===== src/rtl/unpacked_array_serializer.sv =====
// Captures a DEPTH x WIDTH unpacked bit frame in one handshake and streams it out
// one bit per accepted beat, lane 0 bit 0 first. Optional macro UNPACKED_SER_PARITY_EN
// appends an even-parity beat after each lane.
module unpacked_array_serializer #(
  parameter  int WIDTH  = 8,
  parameter  int DEPTH  = 2,
  localparam int LANE_W = (DEPTH > 1) ? $clog2(DEPTH) : 1
) (
  input  logic              clk,
  input  logic              rst,
  input  logic [WIDTH-1:0]  in_data [DEPTH-1:0],
  input  logic              in_valid,
  output logic              in_ready,
  output logic              out_bit,
  output logic              out_valid,
  input  logic              out_ready,
  output logic [LANE_W-1:0] out_lane,
  output logic              out_last,
  output logic              dbg_state
);

  // Handshakes: a transfer happens at a posedge where valid && ready are both high;
  // a source holds its payload stable while valid is high and ready is low.

`ifdef UNPACKED_SER_PARITY_EN
  localparam int BEATS_PER_LANE = WIDTH + 1;
`else
  localparam int BEATS_PER_LANE = WIDTH;
`endif
  localparam int BIT_W = $clog2(WIDTH + 1);

  typedef enum logic {
    IDLE  = 1'b0,
    SHIFT = 1'b1
  } state_t;

  state_t              state_q, state_d;
  logic [WIDTH-1:0]    frame_q [DEPTH-1:0];
  logic [WIDTH-1:0]    frame_d [DEPTH-1:0];
  logic [LANE_W-1:0]   lane_q, lane_d;
  logic [BIT_W-1:0]    bit_q, bit_d;
  logic                out_bit_q, out_bit_d;
  logic                out_valid_q, out_valid_d;
  logic [LANE_W-1:0]   out_lane_q, out_lane_d;
  logic                out_last_q, out_last_d;
  logic [WIDTH-1:0]    sel_lane;
  logic                sel_bit;

  assign in_ready  = (state_q == IDLE) && !rst;
  assign out_bit   = out_bit_q;
  assign out_valid = out_valid_q;
  assign out_lane  = out_lane_q;
  assign out_last  = out_last_q;
  assign dbg_state = state_q;

  always_comb begin
    state_d = state_q;
    frame_d = frame_q;
    lane_d  = lane_q;
    bit_d   = bit_q;
    case (state_q)
      IDLE: begin
        if (in_valid && in_ready) begin
          frame_d = in_data;
          lane_d  = '0;
          bit_d   = '0;
          state_d = SHIFT;
        end
      end
      SHIFT: begin
        if (out_valid_q && out_ready) begin
          if (bit_q == BIT_W'(BEATS_PER_LANE - 1)) begin
            bit_d = '0;
            if (lane_q == LANE_W'(DEPTH - 1)) begin
              lane_d  = '0;
              state_d = IDLE;
            end else begin
              lane_d = lane_q + LANE_W'(1);
            end
          end else begin
            bit_d = bit_q + BIT_W'(1);
          end
        end
      end
      default: state_d = IDLE;
    endcase
  end

  // Outputs are registered from next-state values so the beat is ready the cycle after capture.
  always_comb begin
    sel_lane = '0;
    for (int l = 0; l < DEPTH; l++) begin
      if (lane_d == LANE_W'(l)) sel_lane = frame_d[l];
    end
    sel_bit = 1'b0;
    for (int b = 0; b < WIDTH; b++) begin
      if (bit_d == BIT_W'(b)) sel_bit = sel_lane[b];
    end
`ifdef UNPACKED_SER_PARITY_EN
    if (bit_d == BIT_W'(WIDTH)) sel_bit = ^sel_lane;
`endif
    out_valid_d = (state_d == SHIFT);
    out_bit_d   = out_valid_d && sel_bit;
    out_lane_d  = out_valid_d ? lane_d : '0;
    out_last_d  = out_valid_d && (lane_d == LANE_W'(DEPTH - 1))
                  && (bit_d == BIT_W'(BEATS_PER_LANE - 1));
  end

  always_ff @(posedge clk) begin
    if (rst) begin
      state_q     <= IDLE;
      frame_q     <= '{default: '0};
      lane_q      <= '0;
      bit_q       <= '0;
      out_bit_q   <= 1'b0;
      out_valid_q <= 1'b0;
      out_lane_q  <= '0;
      out_last_q  <= 1'b0;
    end else begin
      state_q     <= state_d;
      frame_q     <= frame_d;
      lane_q      <= lane_d;
      bit_q       <= bit_d;
      out_bit_q   <= out_bit_d;
      out_valid_q <= out_valid_d;
      out_lane_q  <= out_lane_d;
      out_last_q  <= out_last_d;
    end
  end

endmodule

===== config.mk =====
export PLATFORM = sky130hd
export DESIGN_NAME = unpacked_array_serializer
export DESIGN_NICKNAME = d
export VERILOG_FILES = /design/src/rtl/unpacked_array_serializer.sv
export SDC_FILE = /design/constraint.sdc
export NUM_CORES = 1
export LEC_CHECK = 0
export CELL_PAD_IN_SITES_DETAIL_PLACEMENT = 1
export CELL_PAD_IN_SITES_GLOBAL_PLACEMENT = 2
export CORE_ASPECT_RATIO = 0.7
export CORE_MARGIN = 4
export CORE_UTILIZATION = 32
export CTS_CLUSTER_SIZE = 10
export DETAILED_ROUTE_END_ITERATION = 16
export GPL_ROUTABILITY_DRIVEN = 0
export HOLD_SLACK_MARGIN = 0.05
export PLACE_DENSITY_LB_ADDON = 0.1
export SLEW_MARGIN = 20
export SYNTH_ARGS = -nofsm -noshare
export SYNTH_HDL_FRONTEND = slang
export SYNTH_SLANG_ARGS = --single-unit

===== constraint.sdc =====
create_clock -name clk -period 7.8 [get_ports clk]
set_clock_uncertainty 0.2 [all_clocks]
set_input_delay 1.17 -clock clk [delete_from_list [all_inputs] [get_ports clk]]
set_output_delay 1.17 -clock clk [all_outputs]
set_load 0.03 [all_outputs]

==> results.ini, run 1 <==
[detailed_routing]
first_pass_iters = 4
postRouteWirelength_um = 3452
wire_per_inst_um = 14.75
vias_per_cell = 5.124
drt_iter0_drc = 96
drc_errors = 0
vias = 1199
ant_nets = 0

[worst_setup_path]
critPathMaxStageDelay_ns = 0.90
slowest_stage = clkdlybuf4s50_1
end_kind = output port
reg2reg_depth = 6
cp.required_ns = 6.43
cp-start-kind = input pin
crit-reg2reg-launch = out_valid$_SDFF_PP0_
critPathKind = in -> out
crit_fanout = 26
arrival_ns = 3.04
crit_top_cell = clkdlybuf4s50_1
crit_chain = clkdlybuf4s50_1 > nor2_1 > clkdlybuf4s50_1
rr_endpoint = out_bit$_SDFF_PP0_
rrSetupSlack_ns = 4.90

[cts]
post_cts_buffers = 0
cts_resized = 0
insertion_delay_ns = 0.26
root_buffer = clkbuf_8
clk_pin_slew_ns = 0.08
numCtsBuffers = 3
cts_hold_buf = 0
cts_sinks = 25
cts_tree = yes
htreeDepth = 1
clk_path_buf_depth = 2

[cells_and_area]
final_nets = 205
drive_above_1_share_pct = 8.791
finish.instance_area_um2 = 1659
layout_common_cells = nand2_1, dfxtp_1, clkdlybuf4s50_1, a21oi_1, nor2_1
fill_cells = 470
area_delta_synth_final_pct = 23.69
final_common_cell = nand2_1
antennaDiodeCount = 0
regArea_um2 = 500.5
multi_input_area_um2 = 775.7

[synthesis]
ys_seq_area_share_pct = 37.31
postSynthAreaPerCell_um2 = 8.229
yosys.area_share.xor_xnor_pct = 0
synthAdderAreaFrac_pct = 1.866
synth_top_family_by_area = compound AO/OA/AOI/OAI gates
synth_nets = 185
ys_warn_count = 0
yosys.cell_types.count = 42
synth_compound_area_share_pct = 26.12
synthCells = 163
syn_area_um2 = 1341
synth_simple_gate_area_share_pct = 21.55
ys_ff_latch = 25
synthMuxAreaShare_pct = 7.929

[power]
p_int_uw = 190.0
sw_frac_of_total_pct = 25.85
leakagePower_uw = 0.0006105
total_power_uw = 256.2
p_comb_share_pct = 17.0
clockPowerShare_pct = 29.2
p_sw_uw = 66.22
p_per_area_nw_per_um2 = 154.4
ir_worst_vdd_uv = 85.22
pwr-share-seq_pct = 53.9

[sta]
max_freq_ghz = 0.2267
fin_tns_setup_ns = 0
hold-worst-slack_ns = 0.2597
relSlewSlack_pct = 35.00
post-route-min-period_ns = 4.411
worstMarginPinSlew_ns = 0.9719
setup_viol = 0
finalCritPeriodShare_pct = 56.55
rsz0062_at_grt = no
finalMaxSlewViolations = 0
final_hold_viol_count = 0

[worst_hold_path]
hold_class = reg -> reg
hold_path_depth = 2
hold_end = frame_q[3]$_SDFF_PP0_
hp-start = frame_q[3]$_SDFF_PP0_

[placed_design]
dp_hpwl_um = 2566
placed_cell_area_um2 = 1614
portBuffers = 25

[grt]
antenna_found_initial = 0
grt_pass1_vias = 1235
gr-usage-all-layers_pct = 14.01
grt-ovfl-total = 0
grt_max_degree = 27
grt_pass1_wl_um = 6023

[floorplanning]
coreArea_um2 = 3970
die_x_um = 85.38
die-area_um2 = 5308
initial_utilization_pct = 33.79
fp.dieH_um = 62.17
num_io_pins = 26
row_count = 19

[flow_run]
maxCapViolCount = 0

[outcome]
outcome = finished, final reports clean

[power by group through the flow]
stage / clock network, µW / registers [µW] / logic [µW]
2_1_floorplan: 0 / 139 / 27.6
3_3_place_gp: 0 / 141 / 43.4
3_5_place_dp: 0 / 141 / 43.9
4_1_cts: 78.6 / 138 / 44.2
5_1_grt: 84.5 / 139 / 48.5
6_report: 74.7 / 138 / 43.5
[critical path: cells and delay by family]
| family | cells | cell delay, ns |
|---|---|---|
| buffers and inverters | 2 | 1.60 |
| and+or+nand+nor | 1 | 0.26 |
[layer usage]
metal	share of wire, %	wire length (µm)	global-route usage, %
met4	0.52	18	2.372
met5	0	0	0
met3	5.4	187	4.359
met2	44	1502	20.16
met1	50	1743	20.59
[state kept, by name (all words and copies together), names as in the netlist]
name       count
out_last       1
out_bit        1
bit_q          4
out_lane       1
lane_q         1
frame_q       16
out_valid      1
[layout make-up]
cell class	instances	area share, %
inverter	4	0.9050
timing repair buffer	26	15.54
sequential	25	30.17
tap	52	3.922
multi-input combinational	123	46.76
clock buffer	4	2.715
[cells in the mapped netlist]
cell type,n,share of area (%)
and2_1,1,0.47
a21bo_2,1,0.75
o22a_1,1,0.65
nor2_1,11,3.1
a211oi_1,3,1.7
a221oi_2,1,1.1
ha_1,2,1.9
o2111ai_1,1,0.65
nand3b_1,2,1.1
a221oi_1,1,0.65
o21ai_0,6,2.2
dfxtp_1,25,37
nor3_1,1,0.37
nand4b_1,1,0.65
or3b_1,1,0.65
clkbuf_1,6,1.7
a22o_1,2,1.3
or2b_4,1,0.84
nor3b_1,1,0.56
a21oi_1,21,7.8
mux2_4,1,1.1
o211ai_1,1,0.56
inv_1,4,1.1
a31oi_1,2,0.93
a31o_2,1,0.65
mux2_2,1,0.84
buf_1,1,0.28
a211oi_2,1,0.93
mux2i_1,8,6.0
nand2_1,37,10
buf_6,1,0.84
nand3_1,3,1.1
o221ai_2,1,1.1
o22ai_1,1,0.47
a311oi_1,1,0.65
buf_2,2,0.75
nor2b_1,2,0.93
buf_4,1,0.56
a311o_1,1,0.75
or4b_2,1,0.75
and3b_1,1,0.65
a22oi_4,2,3.2
[worst max path at each step]
| stage | end | start | cells past startpoint |
|---|---|---|---|
| 2_1_floorplan | in_ready | rst | 3 |
| 3_3_place_gp | in_ready | rst | 3 |
| 3_5_place_dp | in_ready | rst | 3 |
| 4_1_cts | in_ready | rst | 3 |
| 5_1_grt | in_ready | rst | 3 |
| 6_report | in_ready | rst | 3 |
[metrics by stage]
step	cells	util [%]	setup slack, ns
after global placement	230	40.66	3.392
final	234	41.79	3.389
after detailed placement	230	40.66	3.341
after global routing	234	41.79	3.186
after floorplan	163	-	4.487
after CTS	234	41.79	3.340
[cells by family after synthesis]
logic type / Yosys count
AOI/OAI and AO/OA: 48
DFF: 25
muxes: 10
and+or+nand+nor: 63
buffers and inverters: 15
adders and majority gates: 2
(Power assumes the default switching activity.)
==> run 2, diff against run 1 <==
--- a/config.mk
+++ b/config.mk
@@ -9,7 +9,7 @@
 export CELL_PAD_IN_SITES_GLOBAL_PLACEMENT = 2
 export CORE_ASPECT_RATIO = 0.7
 export CORE_MARGIN = 4
-export CORE_UTILIZATION = 32
+export CORE_UTILIZATION = 27
 export CTS_CLUSTER_SIZE = 10
 export DETAILED_ROUTE_END_ITERATION = 16
 export GPL_ROUTABILITY_DRIVEN = 0
==> constraint.sdc (replaced) <==
create_clock -name clk -period 4 [get_ports clk]
set_clock_uncertainty 0.2 [all_clocks]
set_input_delay 0.6 -clock clk [delete_from_list [all_inputs] [get_ports clk]]
set_output_delay 0.6 -clock clk [all_outputs]
set_load 0.03 [all_outputs]
==> run 2 against run 1 <==
Net effect:
- sequential share of layout area decreased by 0.80 points
- critical path type unchanged
- utilization decreased by 6.2 points
- clock power increased by 110%
- clock-buffer cell count decreased by 1
- non-clock buffer count increased by 3
- hold slack improved by 0.0031 ns
==> results.ini, run 2 (synthesis results as in run 1) <==
[outcome]
outcome = finished, final reports clean  ; unchanged

[placed_design]
portBuffers = 25  ; unchanged
dp_hpwl_um = 2877  ; was 2566 µm
placed_cell_area_um2 = 1658  ; was 1614 µm²

[cts]
cts_sinks = 25  ; unchanged
insertion_delay_ns = 0.27  ; was 0.26 ns
cts_tree = yes  ; unchanged
root_buffer = clkbuf_8  ; unchanged
cts_resized = 0  ; unchanged
numCtsBuffers = 3  ; unchanged
cts_hold_buf = 0  ; unchanged
clk_path_buf_depth = 2  ; unchanged
clk_pin_slew_ns = 0.09  ; was 0.08 ns
post_cts_buffers = 0  ; unchanged
htreeDepth = 1  ; unchanged

[detailed_routing]
ant_nets = 0  ; unchanged
wire_per_inst_um = 15.27  ; was 14.75 µm
postRouteWirelength_um = 3878  ; was 3452 µm
vias = 1232  ; was 1199
vias_per_cell = 4.850  ; was 5.124
drc_errors = 0  ; unchanged
drt_iter0_drc = 81  ; was 96
first_pass_iters = 4  ; unchanged

[sta]
worstMarginPinSlew_ns = 0.5403  ; was 0.9719 ns
relSlewSlack_pct = 63.87  ; was 35.00%
rsz0062_at_grt = no  ; unchanged
fin_tns_setup_ns = 0  ; unchanged
post-route-min-period_ns = 2.976
finalMaxSlewViolations = 0  ; unchanged
final_hold_viol_count = 0  ; unchanged
finalCritPeriodShare_pct = 74.41
setup_viol = 0  ; unchanged
max_freq_ghz = 0.3360

[grt]
grt_max_degree = 24  ; was 27
grt-ovfl-total = 0  ; unchanged
gr-usage-all-layers_pct = 13.58  ; was 14.01%
antenna_found_initial = 0  ; unchanged
grt_pass1_wl_um = 6610  ; was 6023 µm
grt_pass1_vias = 1270  ; was 1235

[power]
p_per_area_nw_per_um2 = 300.2  ; was 154.4 nW/µm²
p_comb_share_pct = 18.3  ; was 17.0%
sw_frac_of_total_pct = 27.44  ; was 25.85%
leakagePower_uw = 0.0006274  ; was 0.0006105 µW
ir_worst_vdd_uv = 71.50  ; was 85.22 µV
p_int_uw = 371.2  ; was 190.0 µW
p_sw_uw = 140.4  ; was 66.22 µW
pwr-share-seq_pct = 51.7  ; was 53.9%
clockPowerShare_pct = 30.0  ; was 29.2%

[flow_run]
maxCapViolCount = 0  ; unchanged

[cells_and_area]
drive_above_1_share_pct = 10.81  ; was 8.791%
antennaDiodeCount = 0  ; unchanged
layout_common_cells = nand2_1, dfxtp_1, clkdlybuf4s50_1, a21oi_1, nor2_1  ; unchanged
final_nets = 208  ; was 205
final_common_cell = nand2_1  ; unchanged
largest_reg_flops = 16  ; unchanged
area_delta_synth_final_pct = 27.05  ; was 23.69%
finish.instance_area_um2 = 1704  ; was 1659 µm²
top_register = frame_q  ; unchanged
largest_registers = frame_q x16, bit_q x4  ; unchanged

[worst_setup_path]
slowest_stage = clkdlybuf4s50_1  ; unchanged
end_kind = output port  ; unchanged
cp-start-kind = input pin  ; unchanged
reg2reg_depth = 9  ; was 6
critPathMaxStageDelay_ns = 0.70  ; was 0.90 ns
arrival_ns = 2.18  ; was 3.04 ns
crit_top_cell = clkdlybuf4s50_1  ; unchanged
critPathKind = in -> out  ; unchanged
crit_chain = clkdlybuf4s50_1 > nor2_1 > clkdlybuf4s50_1  ; unchanged
cp.required_ns = 3.20  ; was 6.43 ns
crit_fanout = 14  ; was 26

[floorplanning]
num_io_pins = 26  ; unchanged
fp.dieH_um = 66.97  ; was 62.17 µm
initial_utilization_pct = 28.05  ; was 33.79%
coreArea_um2 = 4782  ; was 3970 µm²
die-area_um2 = 6177  ; was 5308 µm²
die_x_um = 92.24  ; was 85.38 µm
row_count = 21  ; was 19

[worst_hold_path]
hold_path_depth = 2  ; unchanged
hold_class = reg -> reg  ; unchanged

## run 2: cell count changes in the layout (fill, tap and decap cells not counted)
cell	previous run	this run
buf_4	1	4
clkbuf_1	1	0
clkinv_2	0	1
## run 2: cell type report
type / instances / area [µm²]
clock buffers: 3 / 41.29
clock inverters: 1 / 5.005
fillers: 578 / 3078
inverters: 4 / 15.01
multi-input cells: 123 / 775.7
flip-flops and latches: 25 / 500.5
well taps: 69 / 86.33
repair buffers: 29 / 280.3
## run 2: final timing paths
check                                            start                     end  slack (ns)
worst max-delay path                               rst                in_ready        1.02
worst min-delay path            frame_q[15]$_SDFF_PP0_  frame_q[15]$_SDFF_PP0_        0.26
worst max register to register     bit_q[1]$_SDFF_PP0_      out_bit$_SDFF_PP0_        1.14
worst min register to register  frame_q[15]$_SDFF_PP0_  frame_q[15]$_SDFF_PP0_        0.26
## run 2: power by group through the flow
stage | clock (µW) | sequential (µW) | combinational, µW
6_report | 154 | 265 | 93.4
5_1_grt | 169 | 266 | 104
4_1_cts | 163 | 265 | 94.7
3_5_place_dp | 0 | 270 | 94.0
3_3_place_gp | 0 | 270 | 92.5
2_1_floorplan | 0 | 271 | 53.7
## run 2: critical path, delay by kind of cell
kind / cells / cell delay, ns
buf+inv: 2 / 1.38
simple gates: 1 / 0.19
## run 2: metal layers
metal | routed length [µm] | track usage [%] | vias up
li1 | - | - | 623
met1 | 2036 | 18.64 | 590
met2 | 1730 | 22.45 | 17
met3 | 93 | 2.709 | 2
met4 | 18 | 2.222 | 0
met5 | 0 | 0 | -
## run 2: per-stage QoR
stage / hold WS [ns] / worst slack, ns / power (µW) / util (%) / std cells
3_3_place_gp: 0.2448 / 0.9061 / 362.6 / 34.67 / 250
2_1_floorplan: 0.2357 / 1.478 / 325.0 / - / 163
5_1_grt: 0.2896 / 0.9085 / 539.2 / 35.64 / 254
4_1_cts: 0.2642 / 1.005 / 522.1 / 35.64 / 254
3_5_place_dp: 0.2505 / 0.8523 / 364.4 / 34.67 / 250
6_report: 0.2628 / 1.024 / 511.6 / 35.64 / 254
